==> config.mk <==
export PLATFORM = sky130hd
export DESIGN_NAME = matmul_addr_gen
export DESIGN_NICKNAME = d
export VERILOG_FILES = /design/src/rtl/matmul_pkg.sv /design/src/rtl/matmul_idx_counter.sv /design/src/rtl/matmul_addr_gen.sv
export SDC_FILE = /design/constraint.sdc
export NUM_CORES = 1
export LEC_CHECK = 0
export CORE_MARGIN = 10
export CORE_UTILIZATION = 40
export CTS_CLUSTER_SIZE = 40
export DETAILED_ROUTE_END_ITERATION = 8
export HOLD_SLACK_MARGIN = 0.1
export PLACE_DENSITY = 0.66
export SLEW_MARGIN = 20
export SYNTH_ARGS = -nofsm -noshare
export SYNTH_HDL_FRONTEND = slang
export SYNTH_HIERARCHICAL = 1
export SYNTH_SLANG_ARGS = --single-unit
==> constraint.sdc <==
create_clock -name clk -period 6.2 [get_ports clk]
set_input_delay 0.62 -clock clk [delete_from_list [all_inputs] [get_ports clk]]
set_output_delay 0.62 -clock clk [all_outputs]
set_load 0.005 [all_outputs]
==> src/rtl/matmul_pkg.sv <==
// Shared definitions for the matrix-multiply address generator.
//   DEF_WORD_SIZE : default address / base register width
//   DEF_DIM_W     : default width of the matrix dimension and loop indices
//   state_e       : sequencer states
package matmul_pkg;

    localparam int unsigned DEF_WORD_SIZE = 16;
    localparam int unsigned DEF_DIM_W     = 8;

    typedef enum logic [1:0] {
        IDLE = 2'd0,
        RUN  = 2'd1,
        DONE = 2'd2
    } state_e;

endpackage

==> src/rtl/matmul_idx_counter.sv <==
// Loop index counter that wraps at a programmable limit.
// Ports:
//   clk, rst_n : clock, asynchronous active-low reset
//   clear      : force count to zero (wins over inc)
//   inc        : advance by one
//   limit      : wrap point; count runs 0 .. limit-1
//   count      : current index
//   wrap       : inc while count == limit-1 (count returns to zero)
module matmul_idx_counter
    import matmul_pkg::*;
#(
    parameter int unsigned DIM_W = DEF_DIM_W
) (
    input  logic             clk,
    input  logic             rst_n,
    input  logic             clear,
    input  logic             inc,
    input  logic [DIM_W-1:0] limit,
    output logic [DIM_W-1:0] count,
    output logic             wrap
);

    logic [DIM_W-1:0] count_q, count_d;

    assign wrap  = inc && (count_q == limit - DIM_W'(1));
    assign count = count_q;

    always_comb begin
        count_d = count_q;
        if (clear) begin
            count_d = '0;
        end else if (inc) begin
            count_d = wrap ? '0 : count_q + DIM_W'(1);
        end
    end

    always_ff @(posedge clk or negedge rst_n) begin
        if (!rst_n) begin
            count_q <= '0;
        end else begin
            count_q <= count_d;
        end
    end

endmodule

==> src/rtl/matmul_addr_gen.sv <==
// Address sequencer for C[i][j] += A[i][k] * B[k][j] over square NxN matrices.
// Emits one {A,B,C} address triple per beat (valid/ready) in i, j, k loop order
// (k innermost), with accumulator clear/last flags.
// Ports:
//   clk, rst_n            : clock, asynchronous active-low reset
//   start                 : start request, honoured only when idle
//   n_dim                 : matrix dimension N, latched on accepted start
//   base_a/base_b/base_c  : matrix base addresses, latched on accepted start
//   transpose_b           : (optional) B stored transposed, latched on start
//   addr_ready            : downstream accepts the current triple
//   addr_valid            : triple valid
//   addr_a/addr_b/addr_c  : base_a+i*N+k, base_b+k*N+j (or +j*N+k), base_c+i*N+j
//   mac_clear / mac_last  : k == 0 / k == N-1 while valid
//   busy                  : running or signalling done
//   done                  : one-cycle pulse after the final beat
// Build option: define MATMUL_ADDR_GEN_TRANSPOSE_B_EN to add the transpose_b port.
module matmul_addr_gen
    import matmul_pkg::*;
#(
    parameter int unsigned word_size = DEF_WORD_SIZE,
    parameter int unsigned DIM_W     = DEF_DIM_W
) (
    input  logic                 clk,
    input  logic                 rst_n,
    input  logic                 start,
    input  logic [DIM_W-1:0]     n_dim,
    input  logic [word_size-1:0] base_a,
    input  logic [word_size-1:0] base_b,
    input  logic [word_size-1:0] base_c,
`ifdef MATMUL_ADDR_GEN_TRANSPOSE_B_EN
    input  logic                 transpose_b,
`endif
    input  logic                 addr_ready,
    output logic                 addr_valid,
    output logic [word_size-1:0] addr_a,
    output logic [word_size-1:0] addr_b,
    output logic [word_size-1:0] addr_c,
    output logic                 mac_clear,
    output logic                 mac_last,
    output logic                 busy,
    output logic                 done
);

    state_e state_q, state_d;

    logic start_acc, beat;
    logic k_wrap, j_wrap, i_wrap;
    logic [DIM_W-1:0] k_cnt, j_cnt, i_cnt;

    logic [DIM_W-1:0]     n_q, n_d;
    logic [word_size-1:0] n_w;
    logic [word_size-1:0] base_b_q, base_b_d;
    // Row starts: a_row = base_a + i*N, c_row = base_c + i*N.
    logic [word_size-1:0] a_row_q, a_row_d, c_row_q, c_row_d;
    // Start of the current k-walk through B (k == 0 address for this j).
    logic [word_size-1:0] b_ref_q, b_ref_d;
    logic [word_size-1:0] addr_a_q, addr_a_d, addr_b_q, addr_b_d, addr_c_q, addr_c_d;
    // B strides: inner per k step, outer per j step.
    logic [word_size-1:0] b_step_inner, b_step_outer;

    assign n_w = word_size'(n_q);

`ifdef MATMUL_ADDR_GEN_TRANSPOSE_B_EN
    logic transpose_q, transpose_d;

    assign b_step_inner = transpose_q ? word_size'(1) : n_w;
    assign b_step_outer = transpose_q ? n_w : word_size'(1);
`else
    assign b_step_inner = n_w;
    assign b_step_outer = word_size'(1);
`endif

    assign start_acc  = (state_q == IDLE) && start;
    assign addr_valid = (state_q == RUN);
    assign beat       = addr_valid && addr_ready;
    assign busy       = (state_q != IDLE);
    assign done       = (state_q == DONE);

    // Flags are gated by valid so they read 0 in reset and between runs.
    assign mac_clear  = addr_valid && (k_cnt == '0);
    assign mac_last   = addr_valid && (k_cnt == n_q - DIM_W'(1));

    assign addr_a = addr_a_q;
    assign addr_b = addr_b_q;
    assign addr_c = addr_c_q;

    // Only the wrap of the outermost index matters; its count is not observed.
    logic unused_idx;
    assign unused_idx = ^{i_cnt, j_cnt};

    matmul_idx_counter #(
        .DIM_W (DIM_W)
    ) u_k_cnt (
        .clk   (clk),
        .rst_n (rst_n),
        .clear (start_acc),
        .inc   (beat),
        .limit (n_q),
        .count (k_cnt),
        .wrap  (k_wrap)
    );

    matmul_idx_counter #(
        .DIM_W (DIM_W)
    ) u_j_cnt (
        .clk   (clk),
        .rst_n (rst_n),
        .clear (start_acc),
        .inc   (k_wrap),
        .limit (n_q),
        .count (j_cnt),
        .wrap  (j_wrap)
    );

    matmul_idx_counter #(
        .DIM_W (DIM_W)
    ) u_i_cnt (
        .clk   (clk),
        .rst_n (rst_n),
        .clear (start_acc),
        .inc   (j_wrap),
        .limit (n_q),
        .count (i_cnt),
        .wrap  (i_wrap)
    );

    // Next-state logic.
    always_comb begin
        state_d = state_q;
        unique case (state_q)
            IDLE: begin
                if (start) begin
                    state_d = (n_dim == '0) ? DONE : RUN;
                end
            end
            RUN: begin
                // i wraps only on the beat at i == j == k == N-1.
                if (i_wrap) begin
                    state_d = DONE;
                end
            end
            DONE:    state_d = IDLE;
            default: state_d = IDLE;
        endcase
    end

    always_ff @(posedge clk or negedge rst_n) begin
        if (!rst_n) begin
            state_q <= IDLE;
        end else begin
            state_q <= state_d;
        end
    end

    // Incremental address update: only adds of 1 or N, never a multiply.
    always_comb begin
        n_d      = n_q;
        base_b_d = base_b_q;
        a_row_d  = a_row_q;
        c_row_d  = c_row_q;
        b_ref_d  = b_ref_q;
        addr_a_d = addr_a_q;
        addr_b_d = addr_b_q;
        addr_c_d = addr_c_q;
`ifdef MATMUL_ADDR_GEN_TRANSPOSE_B_EN
        transpose_d = transpose_q;
`endif
        if (start_acc) begin
            n_d      = n_dim;
            base_b_d = base_b;
            a_row_d  = base_a;
            c_row_d  = base_c;
            b_ref_d  = base_b;
            addr_a_d = base_a;
            addr_b_d = base_b;
            addr_c_d = base_c;
`ifdef MATMUL_ADDR_GEN_TRANSPOSE_B_EN
            transpose_d = transpose_b;
`endif
        end else if (beat) begin
            if (k_wrap && j_wrap) begin
                // Next row of A and C; B restarts at j == 0, k == 0.
                a_row_d  = a_row_q + n_w;
                c_row_d  = c_row_q + n_w;
                addr_a_d = a_row_q + n_w;
                addr_c_d = c_row_q + n_w;
                b_ref_d  = base_b_q;
                addr_b_d = base_b_q;
            end else if (k_wrap) begin
                // Next column of C; A rewinds to the row start.
                addr_a_d = a_row_q;
                addr_c_d = addr_c_q + word_size'(1);
                b_ref_d  = b_ref_q + b_step_outer;
                addr_b_d = b_ref_q + b_step_outer;
            end else begin
                addr_a_d = addr_a_q + word_size'(1);
                addr_b_d = addr_b_q + b_step_inner;
            end
        end
    end

    always_ff @(posedge clk or negedge rst_n) begin
        if (!rst_n) begin
            n_q      <= '0;
            base_b_q <= '0;
            a_row_q  <= '0;
            c_row_q  <= '0;
            b_ref_q  <= '0;
            addr_a_q <= '0;
            addr_b_q <= '0;
            addr_c_q <= '0;
`ifdef MATMUL_ADDR_GEN_TRANSPOSE_B_EN
            transpose_q <= 1'b0;
`endif
        end else begin
            n_q      <= n_d;
            base_b_q <= base_b_d;
            a_row_q  <= a_row_d;
            c_row_q  <= c_row_d;
            b_ref_q  <= b_ref_d;
            addr_a_q <= addr_a_d;
            addr_b_q <= addr_b_d;
            addr_c_q <= addr_c_d;
`ifdef MATMUL_ADDR_GEN_TRANSPOSE_B_EN
            transpose_q <= transpose_d;
`endif
        end
    end

endmodule

# Yosys cells after proc, flatten, opt, wreduce, memory -nomap -nowiden
# Cells that the tools add are included.
word_totals:
  register_bits: 146
  out_inout_bits: 53
  word_cells: 84
op_classes:
  addsub: 10
  eq_ne: 7
  n_mux: 35
  reduce_logical: 20
op_table:
  columns: ["cell", "n"]
  rows:
  - ["16-bit 2-to-1 mux", 22]
  - ["8-bit 2-to-1 mux", 9]
  - ["16-bit by 1-bit adder with 16-bit output, second input constant", 3]
  - ["16-bit by 8-bit adder with 16-bit output", 3]
  - ["8-bit by 1-bit adder with 8-bit output, second input constant", 3]
  - ["8-bit equality test", 3]
  - ["8-bit logical NOT", 2]
  - ["2-bit nonzero test", 5]
  - ["1-bit logical AND", 8]
  - ["8-bit by 1-bit subtractor with 8-bit output, second input constant", 1]
  - ["2-bit 2-to-1 mux", 3]
  - ["2-bit AND reduction", 3]
  - ["2-bit one-hot mux with 2 select lines", 1]
  - ["3-bit nonzero test", 1]
  - ["2-bit by 1-bit equality test with 1-bit output, second input constant", 1]
  - ["2-bit equality test, second input constant", 1]
  - ["2-bit logical NOT", 1]
  - ["2-bit by 1-bit inequality test with 1-bit output, second input constant", 1]
  - ["2-bit inequality test, second input constant", 1]

# Logic depth before layout (Yosys ltp)
# Gate-level depths: netlist (run 1).
logic_depth:
  depth_word: 8
  ltp_mapped: 17

# Cells and area by module
# Netlist (run 1), hierarchy kept.
modules_own_cells:
  columns: ["mod", "n_inst", "cells_per_inst", "area_per_inst_um2", "seq_area_each_um2"]
  rows:
  - ["matmul_addr_gen", 1, 1071, 8632.0, 3052.9]
  - ["matmul_idx_counter", 3, 85, 726.9, 200.2]

# Worst setup path after synthesis (run 1)
# No wires, ideal clock.
synth_path:
  path_type: "register -> register"
  start: "register n_q[0]"
  end: "register c_row_q[12]"
  arrival_ns: 4.379
  setup_slack_ns: 1.689
  path_stages_with_launch: 17
  cell_sequence: "dfrtp_1 inv_1 ha_1 or3b_4 o31a_1 o2111ai_2 a311oi_4 clkbuf_1 o2111ai_2 a311oi_4 buf_2 and2_1 nand3_1 a21oi_1 clkbuf_1 o21ai_0 o2bb2ai_1"
synth_between:
  elab_chain_len: 7
  word_cells_on_any_way: 12
  cone_classes: "2 x add/sub; 2 x eq/ne; 3 x mux; 5 x reduce/logical"
synth_lines:
  columns: ["item", "line_no", "source"]
  rows:
  - ["start: declaration", "matmul_addr_gen.sv:50", "logic [DIM_W-1:0] n_q, n_d;"]
  - ["start signal: assignment", "matmul_addr_gen.sv:216", "n_q <= n_d;"]
  - ["8-bit by 1-bit subtractor with 8-bit output", "matmul_idx_counter.sv:25", "assign wrap = inc && (count_q == limit - DIM_W'(1));"]
  - ["8-bit equality test", "matmul_idx_counter.sv:25", null]
  - ["1-bit logical AND", "matmul_idx_counter.sv:25", null]
  - ["net k_wrap", "matmul_addr_gen.sv:47", "logic k_wrap, j_wrap, i_wrap;"]
  - ["1-bit logical AND", "matmul_idx_counter.sv:25", null]
  - ["net j_wrap", "matmul_addr_gen.sv:47", null]
  - ["1-bit logical AND", "matmul_addr_gen.sv:181", "if (k_wrap && j_wrap) begin"]
  - ["2-bit nonzero test (no source line)", null, null]
  - ["2-bit AND reduction (no source line)", null, null]
  - ["end signal: assignment", "matmul_addr_gen.sv:219", "c_row_q <= c_row_d;"]
  - ["end: declaration", "matmul_addr_gen.sv:54", "logic [word_size-1:0] a_row_q, a_row_d, c_row_q, c_row_d;"]
# The timed path passes the listed nets, and every way through them passes these cells. The select of a mux whose other input is x is not followed.
# A chain may end at the register's enable or synchronous reset.

# Worst setup path after layout (run 1)
layout_path:
  start: "input port addr_ready"
  end: "register a_row_q[12]"
layout_between:
  elab_chain_len: 6
  word_cells_on_any_way: 7
  cone_classes: "7 x reduce/logical"
layout_lines:
  columns: ["item", "line_no", "source"]
  rows:
  - ["start: declaration", "matmul_addr_gen.sv:33", "input logic addr_ready,"]
  - ["1-bit logical AND", "matmul_addr_gen.sv:75", "assign beat = addr_valid && addr_ready;"]
  - ["net beat", "matmul_addr_gen.sv:46", "logic start_acc, beat;"]
  - ["1-bit logical AND", "matmul_idx_counter.sv:25", null]
  - ["net k_wrap", "matmul_addr_gen.sv:47", null]
  - ["1-bit logical AND", "matmul_idx_counter.sv:25", null]
  - ["net j_wrap", "matmul_addr_gen.sv:47", null]
  - ["1-bit logical AND", "matmul_addr_gen.sv:181", null]
  - ["2-bit nonzero test (no source line)", null, null]
  - ["2-bit AND reduction (no source line)", null, null]
  - ["end signal: assignment", "matmul_addr_gen.sv:218", "a_row_q <= a_row_d;"]
  - ["end: declaration", "matmul_addr_gen.sv:54", null]
# The timed path passes the listed nets, and every way through them passes these cells.

==> reports/qor.yml, run 1 <==
final_layout:
  final_cell_mix: "nand2_1 (176), dfrtp_1 (146), nor2_1 (119)"
  mostFrequentLayoutCell: "nand2_1"
  area_growth_pct: 18.9
  nets: 1507
  antenna_cells: 0
  finalInstanceArea_um2: 12900
  drive_gt1_share_pct: 6.47
  n_fill_cell: 2589
  fin_util_pct: 48.0
sta:
  clock.fmax_mhz: 218
  rsz0062_at_grt: "false"
  layout_min_cycle_time_ns: 4.58
  drv_slew: 0
  relSlewSlack_pct: 31.4
  setup_viol: 0
  finClkSkew_ns: 0.0119
  setup_tns_ns: 0
  finalHoldViolations: 0
  fin_crit_sh_pct: 73.9
  whs_ns: 0.316
  worst_slew_pin_slew_ns: 1.03
cts:
  cts_root_buffer: "clkbuf_16"
  path_clk_slew_ns: 0.07
  h-tree-depth: 4
  clock_path_buffers: 2
  cts_buffers: 17
  cts_setup_buffers: 0
  numClockSinks: 146
  clkLatencyLatePin_ns: 0.43
  tritoncts: "built"
  cts_resized: 0
  cts_hold_buf: 0
route:
  drt-total-wl_um: 35300
  drt_iter0_drc: 992
  vias_per_cell: 6.05
  firstDrtPassIters: 6
  num_vias: 10700
  wl_per_cell_um: 20.0
  post-route-drc-count: 0
  final_antenna_net_count: 0
yosys:
  synth_fa_ha_area_share_pct: 4.49
  synth_compound_area_share_pct: 24.9
  ys_ff_latch: 146
  syn_area_um2: 10800
  synth_fp_nets: 1423
  synth_seq_area_share_pct: 33.8
  synth_top_family_by_area: "simple AND/OR/NAND/NOR gates"
  synthArstFlopShare_pct: 100
  yosys_warnings: 6
  synth_flop_cell: "dfrtp_1"
  postSynthAreaPerCell_um2: 8.15
  synth_edf_count: 0
  synth_mux_area_share_pct: 1.32
  synth-simple-area-share_pct: 24.9
  yosys.area_share.xor_xnor_pct: 6.48
  synth_cell_type_count: 79
  postSynthCellCount: 1326
floorplanning:
  die_area_um2: 34000
  io_pins: 113
  rows: 60
  fp.coreArea_um2: 26800
  initial_core_util_pct: 40.3
  die_width_um: 184
  die_y_um: 184
pwr:
  netSwitchingPower_uw: 1440
  ir_worst_vdd_v: 0.000182
  clkPwrFrac_pct: 27.0
  switching_share_pct: 36.5
  p_leak_uw: 0.00523
  p_int_uw: 2500
  powerDensity_nw_per_um2: 306
  seq_power_share_pct: 37.5
  pwr-share-comb_pct: 35.5
worst_setup_path:
  cpMaxStageDelayCell: "inv_1"
  critPathLaunch: "addr_ready"
  worst-setup-path-type: "in2reg"
  critPathBufInv: 3
  crit_path_end_kind: "flop"
  worst_r2r_path_depth: 13
  r2r_setup_slack_ns: 1.72
  critPathMaxFanout: 20
  cp_data_required_time_ns: 6.57
  crit_path_start_kind: "primary input"
  path_delay_family: "simple AND/OR/NAND/NOR gates"
  cp.arrival_ns: 4.95
  r2r_start: "state_q[1]$_DFFE_PN0P_"
  max_stage_delay_ns: 0.59
  path_depth: 13
  reg2reg_to: "a_row_q[12]$_DFFE_PN0P_"
  cp_cell_sequence: "clkdlybuf4s50_1 > nand3b_1 > inv_1 > o2111ai_2 > a311oi_4 > o2111ai_2 > a311oi_4 > nand2_1 > nor2_2 > buf_4 > nand2_1 > or3_1 > nand4_1"
  crit_end: "a_row_q[12]$_DFFE_PN0P_"
min_path:
  hold_class: "in2async"
place:
  post-dp-hpwl_um: 24400
  port_buffers: 112
  gp_congestion: 0.871
  dpl_cell_area_um2: 12300
global_routing:
  track_usage_pct: 20.6
  gr-total-overflow: 0
  grt_pass1_vias: 10300
  antenna_found_initial: 0
  grt_max_degree: 107
  grt_pass1_wl_um: 56200
run:
  drv_cap: 0
run_status:
  outcome: "finished, final reports clean"
## cells by family (layout without fill, tap and decap cells)
family,count (synthesis),in the layout
muxes,14,14
xor gates and xnor gates,80,80
buffers and inverters,111,207
AOI/OAI and AO/OA,399,399
adders and majority gates,37,37
and+or+nand+nor,539,539
DFF,146,146
## worst min path at each step
stage | startpoint | cells after the start | to | slack [ns]
floorplan | rst_n | 0 | a_row_q[0]$_DFFE_PN0P_ | 0.32
global placement | base_b_q[8]$_DFFE_PN0P_ | 2 | base_b_q[8]$_DFFE_PN0P_ | 0.45
detailed placement | base_b_q[9]$_DFFE_PN0P_ | 2 | base_b_q[9]$_DFFE_PN0P_ | 0.47
CTS | rst_n | 1 | c_row_q[2]$_DFFE_PN0P_ | 0.35
global route | rst_n | 1 | c_row_q[2]$_DFFE_PN0P_ | 0.38
finish | rst_n | 1 | c_row_q[3]$_DFFE_PN0P_ | 0.32
## per-stage QoR
| step | setup WS (ns) | power [uW] | instances |
|---|---|---|---|
| detailed placement | 1.24 | 2870 | 1732 |
| CTS | 1.68 | 3940 | 1763 |
| global route | 1.34 | 4180 | 1763 |
| finish | 1.62 | 3940 | 1763 |
| global placement | 1.32 | 2840 | 1732 |
| floorplan | 1.69 | 2260 | 1326 |
## area by class of cell
type | count | area (um^2) | share of cell area, %
multi-input combinational | 1069 | 6730 | 52.3
sequential | 146 | 3650 | 28.4
timing repair buffer | 135 | 1310 | 10.2
clock buffer | 21 | 460 | 3.58
tap | 341 | 427 | 3.32
inverter | 41 | 156 | 1.22
clock inverter | 10 | 126 | 0.983
## layer usage
metal / routed length, um / share of wire [%] / GRT usage [%] / vias up
met5: 0 / 0 / 0 / -
met4: 740 / 2.1 / 6.49 / 0
met3: 2400 / 6.8 / 4.71 / 52
met2: 16300 / 46 / 32.5 / 339
met1: 15900 / 45 / 27.3 / 5229
li1: - / - / - / 5045
## flip-flops by register name, summed over array words and instances (netlist names), 16 cells and up
name	flops
addr_a	16
addr_b	16
b_ref_q	16
base_b_q	16
addr_c	16
c_row_q	16
a_row_q	16
## Yosys cell counts (20+ instances only)
cell type    n  area (um^2)
a31oi_1     27          169
nor4_1      27          169
o211ai_1    23          173
nand4_1     20          125
nor3_1      25          125
inv_1       40          150
o22ai_1     22          138
o21ai_0     93          465
ha_1        34          425
xor2_1      36          315
a21oi_1     89          445
nor2_1     119          447
a21o_1      24          180
nand3_1     54          270
xnor2_1     44          385
nand2_1    176          661
clkbuf_1    42          158
and3_1      44          275
dfrtp_1    146         3650
## power groups by stage
stage	Clock [uW]	Sequential, uW	Combinational (uW)
global route	1110	1510	1560
finish	1060	1480	1400
CTS	1070	1470	1400
detailed placement	0	1480	1390
global placement	0	1470	1370
floorplan	0	1420	849
Note: power is estimated with default switching activity, not from simulation.
==> run 2, diff against run 1 <==
clock period = 4.7 ns   (was 6.2 ns; I/O delays follow)
==> reports/qor.yml, run 2 (synthesis results as in run 1) <==
run_status:
  outcome: "finished, final reports clean"
final_layout:
  finalInstanceArea_um2: 13000  # +0.73%
  antenna_cells: 0  # unchanged
  n_fill_cell: 2518  # -2.7%
  nets: 1517  # +0.66%
  area_growth_pct: 19.8
  drive_gt1_share_pct: 7.19  # +0.72 points
  final_cell_mix: "nand2_1 (176), dfrtp_1 (146), nor2_1 (119)"
  fin_util_pct: 48.3  # +0.35 points
  mostFrequentLayoutCell: "nand2_1"
cts:
  clkLatencyLatePin_ns: 0.43  # about the same
  numClockSinks: 146  # unchanged
  clock_path_buffers: 2  # unchanged
  tritoncts: "built"
  h-tree-depth: 4  # unchanged
  path_clk_slew_ns: 0.06  # about the same
  cts_hold_buf: 0  # unchanged
  cts_resized: 0  # unchanged
  cts_setup_buffers: 0  # unchanged
  cts_buffers: 17  # unchanged
  cts_root_buffer: "clkbuf_16"
global_routing:
  grt_max_degree: 96  # -10%
  grt_pass1_wl_um: 56800  # +1.2%
  gr-total-overflow: 0  # unchanged
  antenna_found_initial: 0  # unchanged
  grt_pass1_vias: 10300  # -0.62%
  track_usage_pct: 20.8  # +0.16 points
sta:
  setup_viol: 0  # unchanged
  drv_slew: 0  # unchanged
  finalHoldViolations: 0  # unchanged
  relSlewSlack_pct: 26.1  # -5.3 points
  clock.fmax_mhz: 239
  worst_slew_pin_slew_ns: 1.11  # +0.0794 ns
  finClkSkew_ns: 0.0105  # -0.00139 ns
  fin_crit_sh_pct: 89.0
  setup_tns_ns: 0  # unchanged
  layout_min_cycle_time_ns: 4.18
  rsz0062_at_grt: "false"
pwr:
  seq_power_share_pct: 36.8  # -0.7 points
  pwr-share-comb_pct: 35.3  # -0.2 points
  p_leak_uw: 0.00530  # +1.3%
  ir_worst_vdd_v: 0.000197  # +8.2%
  switching_share_pct: 36.1  # -0.49 points
  powerDensity_nw_per_um2: 407  # +33%
  netSwitchingPower_uw: 1900  # +32%
  total_power_uw: 5280  # +34%
  p_int_uw: 3370  # +35%
  clkPwrFrac_pct: 27.9  # +0.9 points
route:
  dr_wl_met2_um: 16700  # +2.7%
  vias_per_cell: 6.10  # +0.91%
  num_vias: 10800  # +1.5%
  top_layer_used: "met4"
  drt-total-wl_um: 35600  # +0.69%
  met1_length_um: 15600  # -1.9%
  wl_per_cell_um: 20.0  # about the same
  met3_wirelength_um: 2570  # +7.2%
  drt_iter0_drc: 1131  # +14%
  firstDrtPassIters: 8  # +2
  post-route-drc-count: 0  # unchanged
  final_antenna_net_count: 0  # unchanged
floorplanning:
  die_width_um: 184  # unchanged
  initial_core_util_pct: 40.3  # unchanged
  io_pins: 113  # unchanged
  die_area_um2: 34000  # unchanged
  die_y_um: 184  # unchanged
  rows: 60  # unchanged
  fp.coreArea_um2: 26800  # unchanged
worst_setup_path:
  critPathMaxFanout: 23  # +15%
  cp.arrival_ns: 4.48  # -0.47 ns
  worst-setup-path-type: "reg2reg"
  crit_path_start_kind: "flop"
  cp_data_required_time_ns: 5.00  # -1.57 ns
  crit_path_end_kind: "flop"
place:
  post-dp-hpwl_um: 25100  # +3.0%
  port_buffers: 112  # unchanged
  dpl_cell_area_um2: 12300  # +0.51%
  gp_congestion: 0.912  # +4.7%
run:
  drv_cap: 0  # unchanged
min_path:
  hold_class: "in2async"
run 2: cell count changes in the layout (fill, tap and decap cells not counted), sizes merged:
| cell | before | now |
|---|---|---|
| buf | 24 | 34 |
| clkinv | 2 | 6 |
| bufinv | 2 | 4 |
| clkbuf | 21 | 19 |
| inv | 44 | 42 |
| clkinvlp | 3 | 2 |
run 2: per-layer routing:
metal / vias up / GRT usage, %
met1: 5303 / 27.9
met2: 418 / 33.2
met3: 47 / 3.90
met5: - / 0
li1: 5061 / -
met4: 0 / 5.90
run 2: final cells by class:
| class | count | area (um^2) | area share, % |
|---|---|---|---|
| clock inverters | 13 | 185 | 1.43 |
| well taps | 341 | 427 | 3.29 |
| flip-flops and latches | 146 | 3650 | 28.2 |
| multi-input cells | 1069 | 6730 | 52.0 |
| repair buffers | 145 | 1370 | 10.6 |
| inverters | 41 | 156 | 1.21 |
| clock buffers | 19 | 433 | 3.34 |
run 2: metrics by stage:
step	worst slack, ns	hold slack, ns	std cells
2_1_floorplan	0.189	0.174	1326
3_3_place_gp	0.651	0.460	1742
3_5_place_dp	0.520	0.467	1742
4_1_cts	0.651	0.199	1774
5_1_grt	0.322	0.225	1774
6_report	0.516	0.156	1774
run 2: path summary, 6_finish.rpt:
path | startpoint | to | slack, ns | cells after the start
worst max-delay path | n_q[2]$_DFFE_PN0P_ | a_row_q[6]$_DFFE_PN0P_ | 0.52 | 14
worst max register to register | n_q[2]$_DFFE_PN0P_ | a_row_q[6]$_DFFE_PN0P_ | 0.52 | 14
worst min-delay path | rst_n | u_k_cnt/count[2]$_DFFE_PN0P_ | 0.16 | 1
worst min register to register | base_b_q[4]$_DFFE_PN0P_ | base_b_q[4]$_DFFE_PN0P_ | 0.48 | 2
min in group clk | base_b_q[4]$_DFFE_PN0P_ | base_b_q[4]$_DFFE_PN0P_ | 0.48 | 2
max in group asynchronous | rst_n | addr_b[0]$_DFFE_PN0P_ | 3.54 | 2
run 2: critical path, cell delays in order, from the launching register on:
cell and delay, ns:
dfrtp_1 0.47, buf_4 0.24, nor4_4 0.08, a2111oi_0 0.54
a31oi_1 0.15, a311oi_4 0.35, o2111ai_2 0.20, a311oi_4 0.32
buf_4 0.25, and2_1 0.16, buf_4 0.20, nand3_1 0.13
a21o_1 0.52, a22oi_1 0.29, o21ai_0 0.13
run 2: power groups by stage:
stage	sequential [uW]	combinational [uW]	clock (uW)
after floorplan	1870	1120	0
after global placement	1950	1820	0
after detailed placement	1950	1850	0
after CTS	1930	1860	1480
after global routing	1990	2070	1540
final	1940	1860	1470
==> run 3, diff against run 2 <==
REMOVE_ABC_BUFFERS = 1   (was unset)
==> reports/qor.yml, run 3 (synthesis results as in run 1) <==
worst_setup_path:
  path_delay_family: "simple AND/OR/NAND/NOR gates"
  cpMaxStageDelayCell: "buf_4"
  cp_data_required_time_ns: 5.07  # +0.07 ns
  critPathBufInv: 3  # unchanged
  cp.arrival_ns: 4.56  # +0.08 ns
  path_depth: 13  # -1
  max_stage_delay_ns: 0.62  # +0.08 ns
  crit_path_end_kind: "flop"
  crit_path_start_kind: "flop"
  worst_r2r_path_depth: 13  # -1
  critPathMaxFanout: 63  # +170%
  cp_cell_sequence: "buf_4 > inv_1 > ha_1 > or3b_4 > nor4_4 > o2111ai_2 > a311oi_4 > buf_4 > nand2_1 > nor2_2 > nand2_1 > or3_1 > nand4_1"
  worst-setup-path-type: "reg2reg"
pwr:
  ir_worst_vdd_v: 0.000229  # +16%
  clkPwrFrac_pct: 27.1  # -0.8 points
  seq_power_share_pct: 37.4  # +0.6 points
  netSwitchingPower_uw: 1880  # -1.0%
  pwr-share-comb_pct: 35.5  # +0.2 points
  total_power_uw: 5230  # -0.94%
  switching_share_pct: 36.0  # about the same
  p_leak_uw: 0.00531  # +0.21%
  p_int_uw: 3340  # -0.89%
  powerDensity_nw_per_um2: 404  # -0.94%
global_routing:
  track_usage_pct: 21.0  # +0.26 points
  grt_pass1_wl_um: 57500  # +1.1%
  grtUsageMet1_pct: 27.5  # -0.47 points
  met2_usage_pct: 34.1  # +0.91 points
  grt_pass1_vias: 10500  # +2.0%
  grt_max_degree: 64  # -33%
  grt_most_used_layer: "met2"
  antenna_found_initial: 0  # unchanged
  met3_usage_pct: 4.00  # +0.098 points
  gr-total-overflow: 0  # unchanged
cts:
  cts_setup_buffers: 0  # unchanged
  clock_path_buffers: 2  # unchanged
  cts_buffers: 17  # unchanged
  path_clk_slew_ns: 0.06  # about the same
  clkLatencyLatePin_ns: 0.43  # about the same
  cts_root_buffer: "clkbuf_16"
  numClockSinks: 146  # unchanged
  h-tree-depth: 4  # unchanged
  tritoncts: "built"
sta:
  setup_viol: 0  # unchanged
  worst_slew_pin_slew_ns: 0.974  # -0.135 ns
  rsz0062_at_grt: "false"
  fin_crit_sh_pct: 89.2  # +0.19 points
  drv_slew: 0  # unchanged
  layout_min_cycle_time_ns: 4.19  # +0.00896 ns
  finClkSkew_ns: 0.0126  # +0.00213 ns
  setup_tns_ns: 0  # unchanged
  finalHoldViolations: 0  # unchanged
  relSlewSlack_pct: 35.1  # +9.0 points
  clock.fmax_mhz: 239  # -0.21%
route:
  drt-total-wl_um: 36300  # +2.1%
  vias_per_cell: 6.14  # +0.51%
  post-route-drc-count: 0  # unchanged
  firstDrtPassIters: 6  # -2
  wl_per_cell_um: 20.4  # +1.9%
  final_antenna_net_count: 0  # unchanged
  num_vias: 10900  # +0.62%
  drt_iter0_drc: 1218  # +7.7%
min_path:
  min_path_cells: 2
  hold_class: "reg2reg"
place:
  dpl_cell_area_um2: 12400  # +0.12%
  port_buffers: 112  # unchanged
  post-dp-hpwl_um: 25400  # +1.2%
  gp_congestion: 0.916  # +0.41%
final_layout:
  n_fill_cell: 2540  # +0.87%
  mostFrequentLayoutCell: "nand2_1"
  nets: 1520  # +0.20%
  antenna_cells: 0  # unchanged
  final_cell_mix: "nand2_1 (176), dfrtp_1 (146), nor2_1 (119)"
  drive_gt1_share_pct: 7.32  # +0.13 points
  area_growth_pct: 19.8  # unchanged
  finalInstanceArea_um2: 13000  # unchanged
floorplanning:
  rows: 60  # unchanged
  die_area_um2: 34000  # unchanged
  io_pins: 113  # unchanged
  die_y_um: 184  # unchanged
  fp.coreArea_um2: 26800  # unchanged
  die_width_um: 184  # unchanged
  initial_core_util_pct: 40.3  # unchanged
run:
  drv_cap: 0  # unchanged
run_status:
  outcome: "finished, final reports clean"
[run 3: changes by cell type in the layout (fill, tap and decap cells not counted)]
cell / change
inv_6: -1
dlygate4sd3_1: +1
clkinv_4: -2
buf_4: +2
clkinvlp_4: -1
clkinv_2: +3
bufinv_16: -1
clkbuf_8: +2
clkbuf_1: -1
[run 3: worst paths after layout]
path / slack [ns] / from / end
max: 0.51 / n_q[0]$_DFFE_PN0P_ / a_row_q[12]$_DFFE_PN0P_
min: 0.48 / base_b_q[14]$_DFFE_PN0P_ / base_b_q[14]$_DFFE_PN0P_
max reg2reg: 0.51 / n_q[0]$_DFFE_PN0P_ / a_row_q[12]$_DFFE_PN0P_
min reg2reg: 0.48 / base_b_q[14]$_DFFE_PN0P_ / base_b_q[14]$_DFFE_PN0P_
max in group asynchronous: 2.91 / rst_n / a_row_q[15]$_DFFE_PN0P_
min in group asynchronous: 0.58 / rst_n / u_i_cnt/count[4]$_DFFE_PN0P_
[run 3: area by class of cell]
| class | instances | area [um^2] | area share (%) |
|---|---|---|---|
| clock buffers | 20 | 457 | 3.53 |
| clock inverters | 11 | 136 | 1.05 |
| inverters | 41 | 156 | 1.21 |
| multi-input cells | 1069 | 6730 | 52.0 |
| flip-flops and latches | 146 | 3650 | 28.2 |
| well taps | 341 | 427 | 3.29 |
| repair buffers | 148 | 1400 | 10.8 |
[run 3: what timing repair did]
item / CTS / global route
gates resized for setup: 0 / 0
hold buffers: 1 / 0
hold endpoints to repair: 50 / 0
setup endpoints to repair: 0 / 0
[run 3: per-layer routing]
layer / up-vias / routed length [um]
met2: 447 / 17000
met5: - / 0
met4: 0 / 642
met1: 5317 / 16000
met3: 55 / 2630
li1: 5077 / -
[run 3: through the flow]
step	cells	util, %	worst slack (ns)	hold WS [ns]
floorplan	1256	-	-2.21	0.174
global placement	1744	46.1	0.589	0.453
global route	1776	48.3	0.273	0.505
CTS	1776	48.3	0.516	0.479
finish	1776	48.3	0.507	0.479
detailed placement	1744	46.1	0.531	0.464
[run 3: worst min-delay path: stages (launching register included)]
cell and delay, ns:
dfrtp_1 0.34, nand2_1 0.05, nand2_1 0.06
[run 3: power groups by stage]
stage               registers (uW)  logic [uW]  clock network [uW]
floorplan                     1880        1100                   0
global placement              1960        1820                   0
detailed placement            1970        1840                   0
CTS                           1950        1860                1430
global route                  2000        2050                1480
finish                        1950        1850                1420
